**config.mk**
```make
export PLATFORM = sky130hd
export DESIGN_NAME = pcie_req_arb
export DESIGN_NICKNAME = d
export VERILOG_FILES = /design/src/rtl/pcie_req_arb.sv
export SDC_FILE = /design/constraint.sdc
export NUM_CORES = 1
export LEC_CHECK = 0
export ABC_AREA = 1
export CAP_MARGIN = 40
export CORE_MARGIN = 5
export CORE_UTILIZATION = 25
export DETAILED_ROUTE_END_ITERATION = 7
export PLACE_DENSITY = 0.55
export SYNTH_ARGS = -nofsm -noshare
export SYNTH_HDL_FRONTEND = slang
export SYNTH_SLANG_ARGS = --single-unit
```
**constraint.sdc**
```tcl
create_clock -name clk -period 4.3 [get_ports clk]
set_input_delay 0.645 -clock clk [delete_from_list [all_inputs] [get_ports clk]]
set_output_delay 0.645 -clock clk [all_outputs]
set_load 0.02 [all_outputs]
```
**src/rtl/pcie_req_arb.sv**
```systemverilog
// pcie_req_arb: round-robin MRd/MWr arbiter with tag allocation; m_* requesters -> req_* channel, cpl_* completions -> r_* owner by tag
package pcie_pkg;
  typedef enum logic [1:0] {TLP_MRd = 2'd0, TLP_MWr = 2'd1} tlp_type_e;
endpackage

module pcie_req_arb import pcie_pkg::*; #(
  parameter int NREQ    = 4,
  parameter int ADDR_W  = 32,
  parameter int DATA_W  = 32,
  parameter int MAX_OUT = 8
) (
  input  logic                         clk,
  input  logic                         rst,
  input  logic [NREQ-1:0]              m_valid,
  output logic [NREQ-1:0]              m_ready,
  input  logic [NREQ-1:0]              m_is_rd,
  input  logic [NREQ*ADDR_W-1:0]       m_addr,
  input  logic [NREQ*DATA_W-1:0]       m_data,
  output logic                         req_valid,
  input  logic                         req_ready,
  output tlp_type_e                    req_type,
  output logic [ADDR_W-1:0]            req_addr,
  output logic [DATA_W-1:0]            req_data,
  output logic [7:0]                   req_tag,
  input  logic                         cpl_valid,
  output logic                         cpl_ready,
  input  logic [7:0]                   cpl_tag,
  input  logic [DATA_W-1:0]            cpl_data,
  input  logic [2:0]                   cpl_status,
  output logic [NREQ-1:0]              r_valid,
  output logic [DATA_W-1:0]            r_data,
  output logic [2:0]                   r_status,
  output logic [$clog2(MAX_OUT+1)-1:0] outstanding,
  output logic                         err_unexp_tag
);
  localparam int IW = $clog2(NREQ);
  localparam int TW = MAX_OUT > 1 ? $clog2(MAX_OUT) : 1;
  localparam int OW = $clog2(MAX_OUT+1);
  logic [MAX_OUT-1:0] busy_q, busy_d;
  logic [IW-1:0] owner_q [MAX_OUT];
  logic [IW-1:0] rr_q, gnt, cpl_owner;
  logic [TW-1:0] free_tag;
  logic gnt_v, load, free_avail, alloc, hit;
  logic req_valid_q, err_q;
  tlp_type_e req_type_q;
  logic [ADDR_W-1:0] req_addr_q;
  logic [DATA_W-1:0] req_data_q, r_data_q;
  logic [7:0] req_tag_q;
  logic [NREQ-1:0] r_valid_q;
  logic [2:0] r_status_q;
  logic [OW-1:0] out_q;
  assign load       = !req_valid_q || req_ready;
  assign free_avail = !(&busy_q);
  assign alloc      = load && gnt_v && m_is_rd[gnt];
  assign m_ready    = (load && gnt_v && !rst) ? NREQ'(1) << gnt : '0;
  assign cpl_ready  = 1'b1;
  always_comb begin
    gnt = rr_q;
    gnt_v = 1'b0;
    for (int k = NREQ-1; k >= 0; k--)
      if (m_valid[(int'(rr_q) + k) % NREQ] && (!m_is_rd[(int'(rr_q) + k) % NREQ] || free_avail)) begin
        gnt = IW'((int'(rr_q) + k) % NREQ);
        gnt_v = 1'b1;
      end
    free_tag = '0;
    for (int t = MAX_OUT-1; t >= 0; t--)
      if (!busy_q[t]) free_tag = TW'(t);
    hit = 1'b0;
    cpl_owner = '0;
    for (int t = 0; t < MAX_OUT; t++)
      if (cpl_valid && int'(cpl_tag) == t && busy_q[t]) begin
        hit = 1'b1;
        cpl_owner = owner_q[t];
      end
    busy_d = busy_q;
    if (hit) busy_d[cpl_tag[TW-1:0]] = 1'b0;
    if (alloc) busy_d[free_tag] = 1'b1;
  end
  always_ff @(posedge clk or posedge rst)
    if (rst) begin
      busy_q      <= '0;
      rr_q        <= '0;
      out_q       <= '0;
      req_valid_q <= 1'b0;
      req_type_q  <= TLP_MRd;
      req_addr_q  <= '0;
      req_data_q  <= '0;
      req_tag_q   <= '0;
      r_valid_q   <= '0;
      r_data_q    <= '0;
      r_status_q  <= '0;
      err_q       <= 1'b0;
    end else begin
      busy_q    <= busy_d;
      out_q     <= out_q + OW'(alloc) - OW'(hit);
      r_valid_q <= hit ? NREQ'(1) << cpl_owner : '0;
      err_q     <= cpl_valid && !hit;
      if (hit) begin
        r_data_q   <= cpl_data;
        r_status_q <= cpl_status;
      end
      if (load) req_valid_q <= gnt_v;
      if (load && gnt_v) begin
        rr_q       <= gnt == IW'(NREQ-1) ? '0 : gnt + 1'b1;
        req_type_q <= m_is_rd[gnt] ? TLP_MRd : TLP_MWr;
        req_addr_q <= m_addr[gnt*ADDR_W +: ADDR_W];
        req_data_q <= m_is_rd[gnt] ? '0 : m_data[gnt*DATA_W +: DATA_W];
        req_tag_q  <= m_is_rd[gnt] ? 8'(free_tag) : '0;
      end
    end
  always_ff @(posedge clk)
    if (alloc) owner_q[free_tag] <= gnt;
  assign req_valid     = req_valid_q;
  assign req_type      = req_type_q;
  assign req_addr      = req_addr_q;
  assign req_data      = req_data_q;
  assign req_tag       = req_tag_q;
  assign r_valid       = r_valid_q;
  assign r_data        = r_data_q;
  assign r_status      = r_status_q;
  assign outstanding   = out_q;
  assign err_unexp_tag = err_q;
endmodule

```
==> metrics.md <==
| Metric | Value |
|---|---|
| DRC errors left | `0` |
| Max-cap violations | `0` |
| Setup TNS Final | `0 ps` |
| Placed cell area | `between 0.01 and 0.015 sq mm` |
| Layout Skew | `between 10 and 15 ps` |
| Final Routed Wirelength | `37200 microns` |
| IO Count | `435` |
| Fin nets | `1987` |
| Clock-pin slew on the worst setup and hold paths | `around 70 ps` |
| Pleak | `6.68 nW` |
| Post-DP HPWL | `between 20000 and 30000 microns` |
| Maximum root-to-sink buffer count | `2` |
| Psw | `about 6 mW` |
| Startpoint types | `register` |
| Crit. End Element | `primary output` |
| CP Cell Sequence | `inv_2, nand2_1, nand2_1, nand3_1, nand2_1, nand2_1, nand2_2, nand3_1, nand2_1, nand2_1, nand2_2, inv_2, ha_1, inv_1, nor2_1, clkdlybuf4s50_1` |
| Core Rows | `between 60 and 70` |
| Postcts setup bufs | `0` |
| Worst min path class | `register to register` |
| Max-slew headroom | `a little over 40%` |
| Sequential area share after synthesis | `40.6%` |
| Clock Latency Late Sink | `between 400 and 500 ps` |
| Power Density | `815 mW/mm^2` |
| Inserted Clock Buffers | `17` |
| RePlAce Congestion | `0.835` |
| CP most frequent cell | `nand2_1` |
| Final Max Tran Viols | `0` |
| First-pass GRT wire length | `~57000 microns` |
| Die height | `roughly 200 microns` |
| Syn Std Cell Area | `between 0.008 and 0.009 sq mm` |
| Post_cts resized | `0` |
| Clock Power Share | `roughly an eighth` |
| Initial antenna violation count | `1` |
| Flop pwr share | `between 10% and 20%` |
| Most common cell after layout, fill and taps aside | `nand2_1` |
| Delay-heaviest family, CP | `buffers and inverters` |
| Mean routed wirelength per cell | `17.4 microns` |
| Synthesized flop and latch total | `139` |
| Crit path kind | `register to primary output` |
| Synthesis Warnings | `0` |
| Status | `complete, no violations` |
| Die X | `between 150 and 200 microns` |
| Largest fanout on the critical path | `15` |
| Arrival @ worst endpoint | `3310 ps` |
| Max VDD drop | `a little under 0.0006 V` |
| Most frequent cells in the layout | `613 x nand2_1, 427 x clkdlybuf4s50_1, 285 x nand3_1, 123 x dfrtp_1, 41 x inv_1` |
| Pre-antenna DRT Iters | `5` |
| CTS tree | `yes` |
| Overall routing resource usage | `18.4%` |
| Core area | `0.0346 sq mm` |
| Vias in the first global route | `between 9000 and 10000` |
| Via density | `around 4.6` |
| Avg Synthesized Cell Area | `about 6.8 sq um` |
| Layout cells sized above 1 | `under 10%` |
| CP peak stage delay | `670 ps` |
| Routed Antenna Nets | `0` |
| Mapped Cells | `~1300` |
| Final hold vios | `0` |
| DR vias | `around 9800` |
| Largest net degree at the start of global routing | `between 70 and 80` |
| Initial Util | `around a quarter` |
| RSZ-0062 raised after global routing | `false` |
| CTS root buf | `clkbuf_16` |
| Library cells used by synthesis | `34` |
| Switching part of the total | `a little over half` |
| Final critical-path share of the clock period | `between 90% and 100%` |
| Die area | `roughly 0.039 sq mm` |
| Internal | `roughly 5.3 mW` |
| Hold_buf cts | `0` |
| Combinational share of power | `approximately two thirds` |
| DR iter-0 viols | `around 440` |
| CP max stage cell | `dfrtp_1` |
| Buf/Inv on CP | `4` |
| CP required | `about 3700 ps` |
| Synth-to-layout area growth | `57.7%` |
| CTS H-tree depth | `4` |
| Fmax | `253 MHz` |
| PortBufs | `427` |
| Minimum clock period | `between 3000 and 4000 ps` |
| Worst-Margin Slew | `between 800 and 900 ps` |
| Final instance area | `~0.014 sq mm` |
| CTS sink cnt | `around 140` |
| Setup violators final | `0` |
| Total grt overflow | `0` |
## synthesized netlist by cell type
master	count	area (sq um)
clkinv_1	1	3.75
buf_4	21	158
buf_2	39	195
nand3_1	285	1430
buf_6	8	90.1
nand2_4	4	45.0
nor2_4	1	11.3
nand3_2	16	160
nor4_2	2	25.0
a21oi_1	3	15.0
o21ai_1	4	20.0
o22ai_1	1	6.26
nor2_1	24	90.1
nor2_2	2	12.5
nand2_2	10	62.6
dfrtp_1	123	3080
and3_1	1	6.26
edfxtp_1	16	480
nand2_1	616	2310
buf_1	5	18.8
ha_1	7	87.6
a21o_1	1	7.51
nor3_1	1	5.00
fa_1	1	20.0
inv_2	7	26.3
clkbuf_1	18	67.6
conb_1	2	7.51
inv_1	42	158
a21boi_0	1	7.51
o21ai_0	7	35.0
nand4_1	9	56.3
nor4_1	5	31.3
or2_2	2	12.5
xor2_1	4	35.0
## sequential cells by signal (all words and copies together), names as in the netlist
name           count
req_type           1
owner_q           16
req_tag            3
busy_q             8
err_unexp_tag      1
outstanding        4
r_data            32
r_valid            4
r_status           3
req_addr          32
req_valid          1
rr_q               2
req_data          32
## final timing paths
kind / slack [ps] / to / cells past startpoint / startpoint
max: 350 / m_ready[2] / 16 / rr_q[0]
min: 470 / r_data[17] / 2 / r_data[17]
max reg2reg: 750 / outstanding[2] / 20 / rr_q[0]
min reg2reg: 470 / r_data[17] / 2 / r_data[17]
max in group asynchronous: 2400 / req_addr[4] / 3 / rst
min in group asynchronous: 670 / r_data[4] / 2 / rst
## layout make-up
type                            instances  area (sq um)
Clock buffer                           18           429
Clock inverter                         14           123
Timing Repair Buffer                  446          4430
Tap cell                              455           569
Multi-Input combinational cell       1014          4530
Fill cell                            3649         20800
Sequential cell                       139          3560
Inverter                               50           193
Antenna cell                            1          2.50
## tightest hold or removal path, delay by kind of cell, from the launching register on
family        cells  cell delay, ps
flops             1             350
simple gates      2              90
## metrics by stage
step | util (%) | hold WS, ps | worst slack (ps) | total power, mW | std cells
6_report | 39.9 | 471 | 346 | 11.3 | 2137
3_3_place_gp | 38.3 | 454 | 585 | 9.95 | 2103
2_1_floorplan | - | 488 | 672 | 7.56 | 1294
5_1_grt | 39.9 | 487 | 33.8 | 12.3 | 2137
4_1_cts | 39.9 | 477 | 299 | 11.5 | 2136
3_5_place_dp | 38.3 | 459 | 492 | 9.98 | 2104
## logic make-up (layout without fill, tap and decap cells)
logic type	after synthesis	after routing	synth area share [%]
other	2	8	0.0856
buffers and inverters	141	528	8.17
xor gates and xnor gates	4	4	0.399
adders and majority gates	8	8	1.23
AOI/OAI and AO/OA	17	17	1.04
and+or+nand+nor	978	978	48.5
DFF	139	139	40.6
## metal layers
layer | vias to the layer above | GRT usage (%) | routed length [microns]
li1 | 4881 | - | -
met1 | 4501 | 22.6 | 14900
met2 | 353 | 31.2 | 18300
met3 | 34 | 6.02 | 3180
met4 | 0 | 4.70 | 784
met5 | - | 0 | 0
## power groups by stage
stage / logic [mW] / clock network [mW] / registers (mW)
finish: 7.66 / 1.43 / 2.18
floorplan: 4.98 / 0 / 2.58
CTS: 7.80 / 1.49 / 2.19
global placement: 7.74 / 0 / 2.20
detailed placement: 7.78 / 0 / 2.20
global route: 8.56 / 1.53 / 2.25
Note: power is estimated with default switching activity, not from simulation.
